[config.mk]
export PLATFORM = sky130hd
export DESIGN_NAME = pipe_stage_chain
export DESIGN_NICKNAME = d
export VERILOG_FILES = /design/src/rtl/pipe_stage_chain.sv
export SDC_FILE = /design/constraint.sdc
export NUM_CORES = 1
export LEC_CHECK = 0
export CORE_MARGIN = 4
export CORE_UTILIZATION = 55
export CTS_CLUSTER_DIAMETER = 60
export CTS_CLUSTER_SIZE = 25
export DETAILED_ROUTE_END_ITERATION = 10
export PLACE_DENSITY = 0.84
export SYNTH_ARGS = -nofsm -noshare
export SYNTH_HDL_FRONTEND = slang
export SYNTH_SLANG_ARGS = --single-unit
[constraint.sdc]
create_clock -name clk -period 6.85 [get_ports clk]
set_input_delay 2.055 -clock clk [delete_from_list [all_inputs] [get_ports clk]]
set_output_delay 2.055 -clock clk [all_outputs]
set_load 0.01 [all_outputs]
[src/rtl/pipe_stage_chain.sv]
// Elastic DEPTH-stage register chain with valid/ready back-pressure, bubble collapse,
// synchronous flush and occupancy. Optional stall/bubble counters: PIPE_STAGE_STATS_EN.
module pipe_stage_chain #(
    parameter int DATA_W = 64,
    parameter int DEPTH  = 4,
    localparam int CNT_W = $clog2(DEPTH + 1)
) (
    input  logic              clk,
    input  logic              rst,
    input  logic              flush,
    input  logic              in_valid,
    input  logic [DATA_W-1:0] in_data,
    output logic              in_ready,
    output logic              out_valid,
    output logic [DATA_W-1:0] out_data,
    input  logic              out_ready,
`ifdef PIPE_STAGE_STATS_EN
    output logic [31:0]       stall_cnt,
    output logic [31:0]       bubble_cnt,
`endif
    output logic [CNT_W-1:0]  occupancy
);

    logic [DEPTH-1:0]  v;
    logic [DEPTH-1:0]  v_nxt;
    logic [DEPTH-1:0]  rdy;
    logic [DATA_W-1:0] d [DEPTH];
    logic [CNT_W-1:0]  cnt_nxt;
    logic              full_run;

    // rdy[i] = !v[i] | rdy[i+1] unrolled as "out_ready, or a hole at/after stage i",
    // which avoids a self-referencing vector in the combinational loop.
    always_comb begin
        rdy      = '0;
        full_run = 1'b1;
        for (int i = DEPTH - 1; i >= 0; i--) begin
            full_run = full_run & v[i];
            rdy[i]   = out_ready | ~full_run;
        end
    end

    always_comb begin
        v_nxt = v;
        if (rdy[0]) v_nxt[0] = in_valid;
        for (int i = 1; i < DEPTH; i++) begin
            if (rdy[i]) v_nxt[i] = v[i-1];
        end
        if (flush) v_nxt = '0;
        cnt_nxt = '0;
        for (int i = 0; i < DEPTH; i++) begin
            cnt_nxt = cnt_nxt + CNT_W'(v_nxt[i]);
        end
    end

    always_ff @(posedge clk or negedge rst) begin
        if (!rst) begin
            v         <= '0;
            occupancy <= '0;
        end else begin
            v         <= v_nxt;
            occupancy <= cnt_nxt;
        end
    end

    // Data only moves alongside a valid bit; empty stages keep their stale payload.
    always_ff @(posedge clk or negedge rst) begin
        if (!rst) begin
            for (int i = 0; i < DEPTH; i++) d[i] <= '0;
        end else if (flush) begin
            for (int i = 0; i < DEPTH; i++) d[i] <= '0;
        end else begin
            if (rdy[0] && in_valid) d[0] <= in_data;
            for (int i = 1; i < DEPTH; i++) begin
                if (rdy[i] && v[i-1]) d[i] <= d[i-1];
            end
        end
    end

    assign in_ready  = rdy[0];
    assign out_valid = v[DEPTH-1];
    assign out_data  = d[DEPTH-1];

`ifdef PIPE_STAGE_STATS_EN
    // Saturating counters; flush deliberately leaves them alone.
    always_ff @(posedge clk or negedge rst) begin
        if (!rst) begin
            stall_cnt  <= '0;
            bubble_cnt <= '0;
        end else begin
            if (out_valid && !out_ready && stall_cnt != 32'hFFFF_FFFF)
                stall_cnt <= stall_cnt + 32'd1;
            if (out_ready && !out_valid && bubble_cnt != 32'hFFFF_FFFF)
                bubble_cnt <= bubble_cnt + 32'd1;
        end
    end
`endif

endmodule

==> flow_results.xml <==
<?xml version="1.0" encoding="UTF-8"?>
<metrics>
  <group name="timing">
    <metric name="tightest_slew" unit="ns">1.20</metric>
    <metric name="setup_viol_count_final" unit="">0</metric>
    <metric name="rsz0062_at_grt" unit="">no</metric>
    <metric name="report.final.slew_viol_count" unit="">0</metric>
    <metric name="finalCriticalPeriod" unit="ns">5.62</metric>
    <metric name="setup-tns-final" unit="ns">0</metric>
    <metric name="min_period_over_period" unit="%">82.0</metric>
    <metric name="hold_viol_final" unit="">0</metric>
    <metric name="worst_slew_margin_rel" unit="%">20.1</metric>
    <metric name="max_freq" unit="MHz">178</metric>
    <metric name="final.setup_skew" unit="ns">0.0280</metric>
  </group>
  <group name="floorplanning">
    <metric name="floorplan.initialDensity" unit="%">55.7</metric>
    <metric name="row_count" unit="">55</metric>
    <metric name="fp.dieH" unit="um">159</metric>
    <metric name="core-area" unit="sq mm">0.0226</metric>
    <metric name="floorplan.die_area" unit="sq mm">0.0253</metric>
    <metric name="num_io_pins" unit="">138</metric>
    <metric name="die_w" unit="um">159</metric>
  </group>
  <group name="pwr">
    <metric name="comb_power_share" unit="%">9.3</metric>
    <metric name="pwr-share-seq" unit="%">54.6</metric>
    <metric name="p_sw" unit="mW">0.764</metric>
    <metric name="int_power" unit="mW">2.24</metric>
    <metric name="swShare" unit="%">25.4</metric>
    <metric name="vdd_ir_drop_max" unit="uV">129</metric>
    <metric name="totalPowerFinal" unit="mW">3.00</metric>
    <metric name="static-leakage-power" unit="nW">5.87</metric>
    <metric name="clock_power_share" unit="%">36.1</metric>
    <metric name="power_density" unit="mW/mm^2">216</metric>
  </group>
  <group name="detailed_routing">
    <metric name="wire_length_per_cell" unit="um">19.3</metric>
    <metric name="post_route_wl" unit="um">29300</metric>
    <metric name="drt-pass1-iter-count" unit="">7</metric>
    <metric name="postRouteAntennaNets" unit="">0</metric>
    <metric name="drc_errors" unit="">0</metric>
    <metric name="viasPerCell" unit="">6.23</metric>
    <metric name="drt-initial-drc-count" unit="">1122</metric>
    <metric name="via_count" unit="">9457</metric>
  </group>
  <group name="grt">
    <metric name="grt_pass1_vias" unit="">9491</metric>
    <metric name="grt_antenna_before_repair" unit="">0</metric>
    <metric name="global_route.overflow_total" unit="">0</metric>
    <metric name="globalRouteTotalUtil" unit="%">22.5</metric>
    <metric name="grt_start_max_net_pins" unit="">225</metric>
    <metric name="grt_pass1_wl" unit="um">48500</metric>
  </group>
  <group name="logic_synthesis">
    <metric name="synthesis.instances" unit="">1250</metric>
    <metric name="yosys-top-cells-area" unit="">sky130_fd_sc_hd__dfrtp_1, sky130_fd_sc_hd__mux2i_1, sky130_fd_sc_hd__nand2_1, sky130_fd_sc_hd__nand3_1, sky130_fd_sc_hd__a32oi_1</metric>
    <metric name="ys_warn_count" unit="">0</metric>
    <metric name="postSynthRegisterBits" unit="">263</metric>
    <metric name="synthDominantAreaCellType" unit="">sky130_fd_sc_hd__dfrtp_1</metric>
    <metric name="synthDominantCellAreaShare" unit="%">52.3</metric>
    <metric name="netlist_area" unit="sq mm">0.0126</metric>
    <metric name="synth.yosys.seq_area_share" unit="%">52.3</metric>
    <metric name="synthDistinctLibCells" unit="">25</metric>
    <metric name="syn-num-nets" unit="">1322</metric>
    <metric name="average_footprint_of_a_synthesized_cell" unit="sq um">10.1</metric>
  </group>
  <group name="critical_path">
    <metric name="critPathRequiredTime" unit="ns">4.80</metric>
    <metric name="critical_path_arrival" unit="ns">3.56</metric>
    <metric name="worstSetupStartpointType" unit="">primary input</metric>
    <metric name="worst-path-max-fanout" unit="">3</metric>
    <metric name="end_kind" unit="">output port</metric>
    <metric name="path_class" unit="">primary input to output port</metric>
  </group>
  <group name="placed_design">
    <metric name="dpl.hpwl" unit="um">17200</metric>
    <metric name="gp_congestion" unit="">0.803</metric>
    <metric name="buffer_ports.inserted" unit="">137</metric>
  </group>
  <group name="clock_network">
    <metric name="number_of_hold_repair_buffers_added_at_the_cts_stage" unit="">0</metric>
    <metric name="clock_sinks" unit="">263</metric>
    <metric name="cts_htree_levels" unit="">1</metric>
    <metric name="cts_resized" unit="">0</metric>
    <metric name="root_buffer" unit="">sky130_fd_sc_hd__clkbuf_16</metric>
    <metric name="tritoncts.num_buffers" unit="">16</metric>
    <metric name="insertion_delay" unit="ns">0.51</metric>
    <metric name="cts_post_setup_buffers_inserted" unit="">0</metric>
    <metric name="cts_buffer_depth" unit="">3</metric>
    <metric name="tritoncts_clock_tree" unit="">done</metric>
    <metric name="clk_pin_slew_worst_paths" unit="ns">0.09</metric>
  </group>
  <group name="flow_run">
    <metric name="timing.max_cap.violations" unit="">0</metric>
  </group>
  <group name="final_layout">
    <metric name="layout.cells.most_common_list" unit="">sky130_fd_sc_hd__dfrtp_1, sky130_fd_sc_hd__nand2_1, sky130_fd_sc_hd__clkdlybuf4s50_1</metric>
    <metric name="fillCellCount" unit="">1828</metric>
    <metric name="syn_to_final_growth" unit="%">10.6</metric>
    <metric name="final_common_cell" unit="">sky130_fd_sc_hd__dfrtp_1</metric>
    <metric name="final_nets" unit="">1295</metric>
    <metric name="final_layout_size_suffix_gt1_share" unit="%">4.63</metric>
    <metric name="number_of_diodes" unit="">0</metric>
  </group>
  <group name="min_path">
    <metric name="timing.hold.worst.class" unit="">flip-flop to flip-flop</metric>
  </group>
  <group name="outcome">
    <metric name="status" unit="">finished, final reports clean</metric>
  </group>
</metrics>
per-stage QoR:
stage | utilization [%] | worst slack, ns | area [sq um] | hold slack, ns | std cells
2_1_floorplan | - | 1.97 | 12600 | 0.500 | 1250
3_3_place_gp | 59.2 | 1.22 | 13400 | 0.514 | 1490
3_5_place_dp | 59.2 | 1.22 | 13400 | 0.521 | 1490
4_1_cts | 61.6 | 1.22 | 13900 | 0.516 | 1517
5_1_grt | 61.6 | 1.23 | 13900 | 0.556 | 1517
6_report | 61.6 | 1.23 | 13900 | 0.515 | 1517
synthesized netlist by cell type:
library cell               instances
sky130_fd_sc_hd__nor2b_2           1
sky130_fd_sc_hd__nor2_1            4
sky130_fd_sc_hd__nand4_1          64
sky130_fd_sc_hd__nor2b_1           2
sky130_fd_sc_hd__buf_2            30
sky130_fd_sc_hd__a21oi_1          67
sky130_fd_sc_hd__buf_4            67
sky130_fd_sc_hd__dfrtp_1         263
sky130_fd_sc_hd__ha_1              2
sky130_fd_sc_hd__inv_2             1
sky130_fd_sc_hd__nand2b_1          1
sky130_fd_sc_hd__and4b_1           1
sky130_fd_sc_hd__a32oi_1          64
sky130_fd_sc_hd__inv_1             1
sky130_fd_sc_hd__o211ai_1         64
sky130_fd_sc_hd__nand2_1         193
sky130_fd_sc_hd__buf_1            13
sky130_fd_sc_hd__mux2i_1         128
sky130_fd_sc_hd__o21ai_1          22
sky130_fd_sc_hd__fa_1              1
sky130_fd_sc_hd__nand3_1         128
sky130_fd_sc_hd__o21ai_0          43
sky130_fd_sc_hd__clkbuf_1         76
sky130_fd_sc_hd__buf_6            13
sky130_fd_sc_hd__nor2_2            1
state kept, by name (all words and copies together) (netlist names):
signal and count:
occupancy 3, out_data 64, v 4, d 192
cells by family after synthesis:
logic type / synth area share (%)
buffers and inverters: 9.07
and+or+nand+nor: 14.5
muxes: 10.2
DFF: 52.3
adders and majority gates: 0.358
AOI/OAI and AO/OA: 13.5
worst max-delay path, stage by stage:
cell and delay, ns:
sky130_fd_sc_hd__clkdlybuf4s50_1 0.59, sky130_fd_sc_hd__and4b_4 0.24, sky130_fd_sc_hd__nand2_1 0.06, sky130_fd_sc_hd__clkdlybuf4s50_1 0.61
final cells by class:
class,instances,area [sq um],area share (%)
clock buffer,20,457,3.28
clock inverter,7,95.1,0.684
inverter,2,15.0,0.108
multi-input combinational,786,4890,35.2
sequential,263,6580,47.3
tap,285,357,2.56
timing repair buffer,154,1510,10.8
path summary, 6_finish.rpt:
| check | startpoint | endpoint | slack, ns | depth (start not counted) |
|---|---|---|---|---|
| max reg2reg | v[2] | d[65] | 3.40 | 5 |
| max in group asynchronous | rst | d[144] | 3.92 | 2 |
| min reg2reg | d[148] | d[84] | 0.52 | 2 |
| min in group asynchronous | rst | out_data[48] | 1.68 | 1 |
| min | d[148] | d[84] | 0.52 | 2 |
| max | out_ready | in_ready | 1.23 | 4 |
power by group through the flow:
stage | Combinational (mW) | Clock (mW) | Sequential, mW
CTS | 0.281 | 1.10 | 1.64
global route | 0.309 | 1.16 | 1.65
finish | 0.281 | 1.08 | 1.64
detailed placement | 0.280 | 0 | 1.67
global placement | 0.272 | 0 | 1.67
floorplan | 0.167 | 0 | 1.66
per-layer routing:
layer | share of wire [%] | up-vias | global-route usage (%)
met3 | 5.9 | 57 | 3.29
li1 | - | 4409 | -
met1 | 42 | 4676 | 30.0
met5 | 0 | - | 0
met2 | 49 | 315 | 38.4
met4 | 2.9 | 0 | 7.18
Power figures use the tool's default switching activity.
